<file path="src/rtl/snd_env_pkg.sv">
// Shared types for the sound envelope: FSM state encoding and a counter-width helper.
package snd_env_pkg;

  typedef enum logic [1:0] {
    IDLE    = 2'd0,
    ATTACK  = 2'd1,
    SUSTAIN = 2'd2,
    RELEASE = 2'd3
  } env_state_t;

  function automatic int cnt_width(input int n);
    return (n > 1) ? $clog2(n) : 1;
  endfunction

endpackage

</file>
<file path="src/rtl/snd_env_tick.sv">
// Free-running ramp divider; tick is high for the one cycle the count sits at DIV-1.
module snd_env_tick
  import snd_env_pkg::*;
#(
  parameter int DIV = 1024
) (
  input  logic clk,
  input  logic reset,
  output logic tick
);

  localparam int W = cnt_width(DIV);
  localparam logic [W-1:0] LAST = W'(DIV - 1);

  logic [W-1:0] cnt;

  always_ff @(posedge clk) begin
    if (reset)            cnt <= '0;
    else if (cnt == LAST) cnt <= '0;
    else                  cnt <= cnt + W'(1);
  end

  assign tick = (cnt == LAST);

endmodule

</file>
<file path="src/rtl/snd_envelope.sv">
// ADSR-style envelope on a PWM audio stream: windowed level measurement, scaling by
// the envelope, and first-order sigma-delta re-modulation.
//
// state   | meaning
// IDLE    | silent, env forced to 0
// ATTACK  | env ramps up one step per tick
// SUSTAIN | env held at full scale
// RELEASE | env ramps down one step per tick
module snd_envelope
  import snd_env_pkg::*;
#(
  parameter int WIN_BITS = 8,
  parameter int ENV_BITS = 8,
  parameter int RAMP_DIV = 1024
) (
  input  logic                clk,
  input  logic                reset,
  input  logic                gate,
  input  logic                snd_in,
  output logic                snd_out,
  output logic                active,
  output logic [ENV_BITS-1:0] env
);

  localparam logic [WIN_BITS-1:0] WIN_LAST = '1;
  localparam logic [ENV_BITS-1:0] ENV_MAX  = '1;
  localparam logic [ENV_BITS-1:0] ENV_ONE  = ENV_BITS'(1);

  logic [WIN_BITS-1:0]          win_cnt;
  logic [WIN_BITS:0]            ones;
  logic [WIN_BITS:0]            ones_total;
  logic [WIN_BITS-1:0]          level;
  logic [WIN_BITS+ENV_BITS-1:0] product;
  logic [WIN_BITS-1:0]          scaled;
  logic [WIN_BITS-1:0]          acc;
  logic [WIN_BITS:0]            sum;
  logic                         carry;
  logic                         tick;
  env_state_t                   state, state_nxt;
  logic [ENV_BITS-1:0]          env_nxt;

  snd_env_tick #(.DIV(RAMP_DIV)) u_tick (
    .clk   (clk),
    .reset (reset),
    .tick  (tick)
  );

  // The last window cycle's sample is folded in before latching.
  assign ones_total = ones + {{WIN_BITS{1'b0}}, snd_in};

  always_ff @(posedge clk) begin
    if (reset) begin
      win_cnt <= '0;
      ones    <= '0;
      level   <= '0;
    end else begin
      win_cnt <= win_cnt + WIN_BITS'(1);
      if (win_cnt == WIN_LAST) begin
        ones  <= '0;
        level <= ones_total[WIN_BITS] ? '1 : ones_total[WIN_BITS-1:0];
      end else begin
        ones  <= ones_total;
      end
    end
  end

  always_comb begin
    state_nxt = state;
    env_nxt   = env;
    unique case (state)
      IDLE: begin
        env_nxt = '0;
        if (gate) state_nxt = ATTACK;
      end
      ATTACK: begin
        if (!gate) begin
          state_nxt = RELEASE;
        end else if (env == ENV_MAX) begin
          state_nxt = SUSTAIN;
        end else if (tick) begin
          env_nxt = env + ENV_ONE;
          if (env == ENV_MAX - ENV_ONE) state_nxt = SUSTAIN;
        end
      end
      SUSTAIN: begin
        env_nxt = ENV_MAX;
        if (!gate) state_nxt = RELEASE;
      end
      RELEASE: begin
        if (gate) begin
          state_nxt = ATTACK;
        end else if (env == '0) begin
          state_nxt = IDLE;
        end else if (tick) begin
          env_nxt = env - ENV_ONE;
          if (env == ENV_ONE) state_nxt = IDLE;
        end
      end
      default: state_nxt = IDLE;
    endcase
  end

  always_ff @(posedge clk) begin
    if (reset) begin
      state  <= IDLE;
      env    <= '0;
      active <= 1'b0;
    end else begin
      state  <= state_nxt;
      env    <= env_nxt;
      active <= (state_nxt != IDLE);
    end
  end

  assign product = {{ENV_BITS{1'b0}}, level} * {{WIN_BITS{1'b0}}, env};
  assign scaled  = product[ENV_BITS +: WIN_BITS];
  assign sum     = {1'b0, acc} + {1'b0, scaled};

  always_ff @(posedge clk) begin
    if (reset) begin
      acc     <= '0;
      carry   <= 1'b0;
      snd_out <= 1'b0;
    end else begin
      {carry, acc} <= sum;
      snd_out      <= carry;
    end
  end

endmodule

</file>
<file path="config.mk">
export PLATFORM = sky130hd
export DESIGN_NAME = snd_envelope
export DESIGN_NICKNAME = d
export VERILOG_FILES = /design/src/rtl/snd_env_pkg.sv /design/src/rtl/snd_env_tick.sv /design/src/rtl/snd_envelope.sv
export SDC_FILE = /design/constraint.sdc
export NUM_CORES = 1
export LEC_CHECK = 0
export CORE_ASPECT_RATIO = 1.4
export CORE_MARGIN = 2
export CORE_UTILIZATION = 50
export DETAILED_ROUTE_END_ITERATION = 10
export GPL_TIMING_DRIVEN = 0
export HOLD_SLACK_MARGIN = 0.06
export PLACE_DENSITY = 0.78
export SLEW_MARGIN = 20
export SYNTH_ARGS = -nofsm -noshare
export SYNTH_HDL_FRONTEND = slang
export SYNTH_SLANG_ARGS = --single-unit
</file>
<file path="constraint.sdc">
create_clock -name clk -period 7.2 [get_ports clk]
set_input_delay 1.08 -clock clk [delete_from_list [all_inputs] [get_ports clk]]
set_output_delay 1.08 -clock clk [all_outputs]
set_load 0.02 [all_outputs]
</file>
After elaboration in Yosys (flattened, before gate mapping)
Cells that the tools add are included.
{"block": "totals", "register_bits": 56, "input_bits": 4}
{"block": "classes", "n_addsub": 6, "multipliers": 1, "eq_ne": 14, "muxes": 19, "reduce_logical": 6}
{"op": "$mux W8", "count": 7}
{"op": "$pmux W8 S4", "count": 1}
{"op": "$eq A8 B8 Y1 const B", "count": 3}
{"op": "$mux W2", "count": 10}
{"op": "$add A8 B1 Y8 const B", "count": 2}
{"op": "$mul A8 B8 Y16", "count": 1}
{"op": "$ne A2 B2 Y1 const B", "count": 6}
{"op": "$add A10 B1 Y10 const B", "count": 1}
{"op": "$eq A10 B10 Y1 const B", "count": 1}
{"op": "$add A8 B8 Y9", "count": 1}
{"op": "$add A9 B1 Y9", "count": 1}
{"op": "$eq A8 B1 Y1 const B", "count": 1}
{"op": "$logic_not A8 Y1", "count": 1}
{"op": "$pmux W2 S4", "count": 1}
{"op": "$sub A8 B1 Y8 const B", "count": 1}
{"op": "$reduce_and A6 Y1", "count": 1}
{"op": "$eq A2 B2 Y1 const B", "count": 2}
{"op": "$reduce_or A2 Y1", "count": 2}
{"op": "$eq A2 B1 Y1 const B", "count": 1}
{"op": "$logic_not A2 Y1", "count": 1}
{"op": "$reduce_bool A2 Y1", "count": 1}

Depth between registers and ports, before layout
{"block": "logic_depth", "word_depth": 7, "mapped_depth": 25, "mapped_depth_nobuf": 23}

Hierarchy
A second synthesis with hierarchy kept.
{"block": "hier_totals", "hier_cells": 567, "hier_area_um2": 4867.2}
{"module": "snd_envelope", "instances": 1, "cells_per_inst": 513, "area_each_um2": 4400.5, "seq_area_each_um2": 920.9}
{"module": "snd_env_tick", "instances": 1, "cells_per_inst": 54, "area_each_um2": 466.7, "seq_area_each_um2": 200.2}

Worst setup path before layout
OpenSTA, ideal clock, no wires.
{"block": "synth_path", "kind": "register to register", "start": "reg env[2]", "end": "reg acc[7]", "arrival_time_ns": 5.482, "required_time_ns": 7.072, "setup_slack_ns": 1.590, "stages_incl_launch_ff": 24, "path_buffers": 2, "period_less_slack_ns": 5.610, "cell_sequence": "dfxtp_1 > buf_2 > buf_1 > and2_1 > fa_1 > fa_1 > inv_1 > fa_1 > fa_1 > inv_1 > ha_1 > a211o_1 > a31oi_1 > nor2_1 > o21a_1 > nor2_1 > xnor2_1 > ha_1 > a21o_1 > a21oi_1 > o21ai_0 > o41ai_1 > xor2_1 > nor2_1"}
{"block": "synth_via", "elab_chain_cells": 2}
{"element": "start: declaration", "line_no": "snd_envelope.sv:22", "rtl": "output logic [ENV_BITS-1:0] env"}
{"element": "start signal: assignment", "line_no": "snd_envelope.sv:110", "rtl": "env <= env_nxt;"}
{"element": "$mul A8 B8 Y16", "line_no": "snd_envelope.sv:115", "rtl": "assign product = {{ENV_BITS{1'b0}}, level} * {{WIN_BITS{1'b0}}, env};"}
{"element": "$add A8 B8 Y9", "line_no": "snd_envelope.sv:117", "rtl": "assign sum = {1'b0, acc} + {1'b0, scaled};"}
{"element": "end signal: assignment", "line_no": "snd_envelope.sv:125", "rtl": "{carry, acc} <= sum;"}
{"element": "end: declaration", "line_no": "snd_envelope.sv:35", "rtl": "logic [WIN_BITS-1:0] acc;"}
No other way between the ends.
A chain may end at the register's enable or synchronous reset.

Worst setup path after layout
Same ends and word-level chain as after synthesis.

==> results.txt <==
- Final worst clock skew: 0.00868 ns
- In this run, the combinational gates consume 12.0% of the power.
- Portion of total power attributed to the clock network: 40.7%
- Row generation in the floorplan step produced 42 rows.
* Synth top area share: 23.7%
- Clock-pin transition on the worst setup and hold timing paths: 0.08 ns
- Post-layout nets: 661
- For hold timing, the worst endpoint is win_cnt[0].
- Clock latency on the worst-skew pair, taken at its later pin, is 0.30 ns.
- The detail route stage leaves a number of antenna-violating nets equal to 0.
- Pin placement for this block handled 14 I/O pins.
- Path type of the worst min-delay path: reg -> reg
* Adder-cell share of the synthesized area: 28.2%
- Max-cap violation count: 0
* Slew at the pin closest to its max-slew limit: 0.682 ns
- Number of enable flip-flop cells after synthesis: 0
* Number of buffers inserted to repair setup after CTS: 0
- The initial antenna violation count came to 0.
* Share of the yosys chip area belonging to registers: 23.7%
- In this run, flip-flops and latches consume 47.3% of the power.
* Total standard cell area after synthesis: 4720 um^2
- The synthesized design contains 56 register bits.
* Count of final hold-check violations: 0
* RSZ-0062 raised after global routing: no
- Power comes to 692 uW.
- Final weighted congestion in routability-driven placement: 0.915
* Number of vias in the routed layout: 3765
* Fraction of final layout cells sized beyond drive strength 1: 4.36%
- Num CTS Buffers: 5
- GR met1 Demand/Resource: 22.8%
- Sort of element at the start of the critical path: register
* Register-to-register path setup slack: 0.94 ns
- Number of standard cells after synthesis: 553
- Congestion Overflow GR: 0
- The worst hold path begins at win_cnt[0].
- VDD sags by at most 0.199 mV.
- For this configuration, the core starts out at a cell density of 50.8%.
* Internal portion of total power: 513 uW
- For the worst setup path, the data required time is 7.36 ns.
- CTS built an H-tree with a depth of 2.
- Simple-gate share of the synthesized area: 22.5%
* Met2 track demand over resource: 37.2%
- After synthesis, the mean cell area works out to 8.54 um^2.
* Critical Path AT: 6.42 ns
* Count of pins over their slew limit: 0
* Result of the run: completed
- Worst r2r path cells: 23
* Type of element capturing the critical path: register
- Total iterations of the first detailed-routing run: 4
- Setup violations remaining at the end of the flow were counted as 0.
- Sorting the synthesized cells by area gives the leading types as sky130_fd_sc_hd__dfxtp_1 24%, sky130_fd_sc_hd__fa_1 15%, sky130_fd_sc_hd__ha_1 13%.
- Post-CTS Resized: 0
- After synthesis, the largest family of logic cells by area is adder cells.
- Via count of the first global-routing pass: 3893
* Net switching share of the total power: 25.8%
* Final WL: 9840 um
* Parity-gate share of the synthesized area counting xor and xnor cells: 5.93%
- Entering global routing, the biggest net connects 19 pins.
* Total net switching power: 179 uW
- For this run, asynchronously set or reset flops after synthesis account for 0%.
- Vias per inst: 5.51
- When the netlist entered floorplanning its net count stood at 642.
- Hold-critical path depth: 1
- The startpoint identified for the worst register-to-register timing path is env[2].
- During placement, the flow inserted port buffers numbering 12.
- Counting I/O delays and the setup requirement, the final critical path takes 6.26 ns.
- HPWL after detailed placement: 7720 um
- Yosys cell types: 51
- Endpoint of the lowest-slack register-to-register path: acc[7]
* Horizontal die dimension: 86.2 um
- Worst Path Class, Setup: reg -> reg
- The total area inside the core boundary comes to 9300 um^2.
- Sum of negative setup slack: 0 ns
* GR Util met3: 2.36%
- Total power per unit cell area: 134 nW/um^2
- Post-synthesis to final-layout area growth: 9.08%
- All-Layer GR Usage: 20.2%
- Ranked by instance count, the synthesized netlist is headed by 64 x sky130_fd_sc_hd__nor2_1, 58 x sky130_fd_sc_hd__inv_1, 56 x sky130_fd_sc_hd__dfxtp_1, 55 x sky130_fd_sc_hd__and2_1, 49 x sky130_fd_sc_hd__ha_1.
- The floorplan step set the die height to 119 um.
* DRC violation count after routing: 0
- In the post-synthesis netlist, the cell with the most instances is sky130_fd_sc_hd__nor2_1.
- For this block, the initial DRC count from the detailed router was 244.
- Gr busiest metal: met2
- The number of antenna diodes in the final layout is 0.
- Largest area contributor in the synthesized netlist: sky130_fd_sc_hd__dfxtp_1
- Based on the critical path, the design can be clocked at up to 160 MHz.
- For this run, the number of Yosys warnings is 0.
- Fraction of synthesized area in multiplexers: 0.662%
- Summed over all cells, the static leakage comes to 2.36 nW.
- Along the worst path, the maximum fanout reaches 10.
- Compound-Gate Fraction of Synth Area: 12.6%
- TritonCTS clock tree: done
* CTS root buffer: sky130_fd_sc_hd__clkbuf_16
- Global-route wire length before repair: 16900 um
- Counting along the longest clock path gives a buffer depth of 2.
- Die footprint: 10300 um^2
- Among all flip-flop cells after synthesis, the most frequent one is sky130_fd_sc_hd__dfxtp_1.
- Counting every sink on the clock net gives 56.
* Drt wl/cell: 14.4 um
- Fin crit share: 86.9%
* Number of hold buffers added after CTS: 0
- Headroom to the max-slew limit came out at 54.6%.
==> routing by layer <==
| metal | wire (um) | share of wire [%] | vias up |
|---|---|---|---|
| li1 | - | - | 1864 |
| met2 | 5380 | 55 | 72 |
| met1 | 3950 | 40 | 1810 |
| met5 | 0 | 0 | - |
| met4 | 199 | 2.0 | 0 |
| met3 | 317 | 3.2 | 19 |
==> through the flow <==
stage | worst slack [ns] | hold slack, ns | util, % | instance area [um^2] | instances
finish | 0.945 | 0.447 | 55.4 | 5150 | 683
global route | 0.462 | 0.465 | 55.4 | 5150 | 683
CTS | 0.907 | 0.455 | 55.4 | 5150 | 683
detailed placement | 0.941 | 0.426 | 53.6 | 4980 | 675
global placement | 1.12 | 0.426 | 53.6 | 4980 | 675
floorplan | 1.59 | 0.414 | - | 4720 | 553
==> placed cells by master, fill, tap and decap left out, drive strengths merged, types with 3 or more instances in the layout <==
cell type | netlist | layout
ha | 49 | 49
and3 | 5 | 5
nand3 | 11 | 11
clkbuf | 18 | 23
o21ai | 17 | 17
a41oi | 3 | 3
fa | 36 | 36
buf | 4 | 4
nor2 | 64 | 64
a21oi | 25 | 25
xor2 | 16 | 16
a211oi | 10 | 10
nor2b | 7 | 7
or3 | 6 | 6
and2 | 56 | 56
nand2 | 36 | 36
a31oi | 5 | 5
or2 | 3 | 3
xnor2 | 16 | 16
a21o | 4 | 4
nand2b | 4 | 4
dfxtp | 56 | 56
nor3 | 11 | 11
nand4 | 5 | 5
inv | 58 | 59
o21a | 5 | 5
clkdlybuf4s50 | 0 | 12
==> cells by family after synthesis <==
family / count (synthesis)
buffers and inverters: 80
AO/OA/AOI/OAI: 86
flip-flops: 56
AND/OR/NAND/NOR: 211
XOR/XNOR: 32
multiplexers: 3
adder cells (fa/ha/maj): 85
==> worst max path at each step <==
| stage | from | end | slack, ns |
|---|---|---|---|
| 2_1_floorplan | env[2] | acc[7] | 1.59 |
| 3_3_place_gp | env[2] | acc[7] | 1.12 |
| 3_5_place_dp | env[2] | acc[7] | 0.94 |
| 4_1_cts | env[2] | acc[7] | 0.91 |
| 5_1_grt | env[2] | acc[7] | 0.46 |
| 6_report | env[2] | acc[7] | 0.94 |
==> sequential cells by signal, summed over array words and instances (netlist names) <==
name and count:
u_tick.cnt 10, ones 9, acc 8, env 8, level 8, win_cnt 8, state 2, active 1
carry 1, snd_out 1
==> worst max-delay path, stage by stage, from the launching register on <==
cell,delay (ns)
sky130_fd_sc_hd__dfxtp_1,0.34
sky130_fd_sc_hd__buf_2,0.18
sky130_fd_sc_hd__buf_1,0.24
sky130_fd_sc_hd__and2_1,0.24
sky130_fd_sc_hd__fa_1,0.40
sky130_fd_sc_hd__fa_1,0.54
sky130_fd_sc_hd__inv_1,0.05
sky130_fd_sc_hd__fa_1,0.46
sky130_fd_sc_hd__fa_1,0.56
sky130_fd_sc_hd__inv_1,0.05
sky130_fd_sc_hd__ha_1,0.30
sky130_fd_sc_hd__a211o_1,0.26
sky130_fd_sc_hd__a31oi_1,0.41
sky130_fd_sc_hd__nor2_1,0.13
sky130_fd_sc_hd__o21a_1,0.21
sky130_fd_sc_hd__nor2_1,0.19
sky130_fd_sc_hd__xnor2_1,0.15
sky130_fd_sc_hd__ha_1,0.24
sky130_fd_sc_hd__a21o_1,0.15
sky130_fd_sc_hd__a21oi_1,0.21
sky130_fd_sc_hd__o21ai_0,0.17
sky130_fd_sc_hd__o41ai_1,0.39
sky130_fd_sc_hd__xor2_1,0.19
sky130_fd_sc_hd__nor2_1,0.05
==> cell type report <==
cell class / instances / area, um^2
fill: 801 / 4150
timing repair buffer: 12 / 120
clock buffer: 5 / 125
clock inverter: 3 / 46.3
sequential: 56 / 1120
multi-input combinational: 417 / 3300
buffer: 22 / 85.1
inverter: 58 / 218
tap: 110 / 138
==> power groups by stage <==
stage	Clock (mW)	Combinational, mW	Sequential, mW
2_1_floorplan	0	0.0531	0.336
3_3_place_gp	0	0.0787	0.334
3_5_place_dp	0	0.0809	0.335
4_1_cts	0.291	0.0814	0.327
5_1_grt	0.300	0.0904	0.329
6_report	0.282	0.0827	0.327
Note: power is estimated with default switching activity, not from simulation.
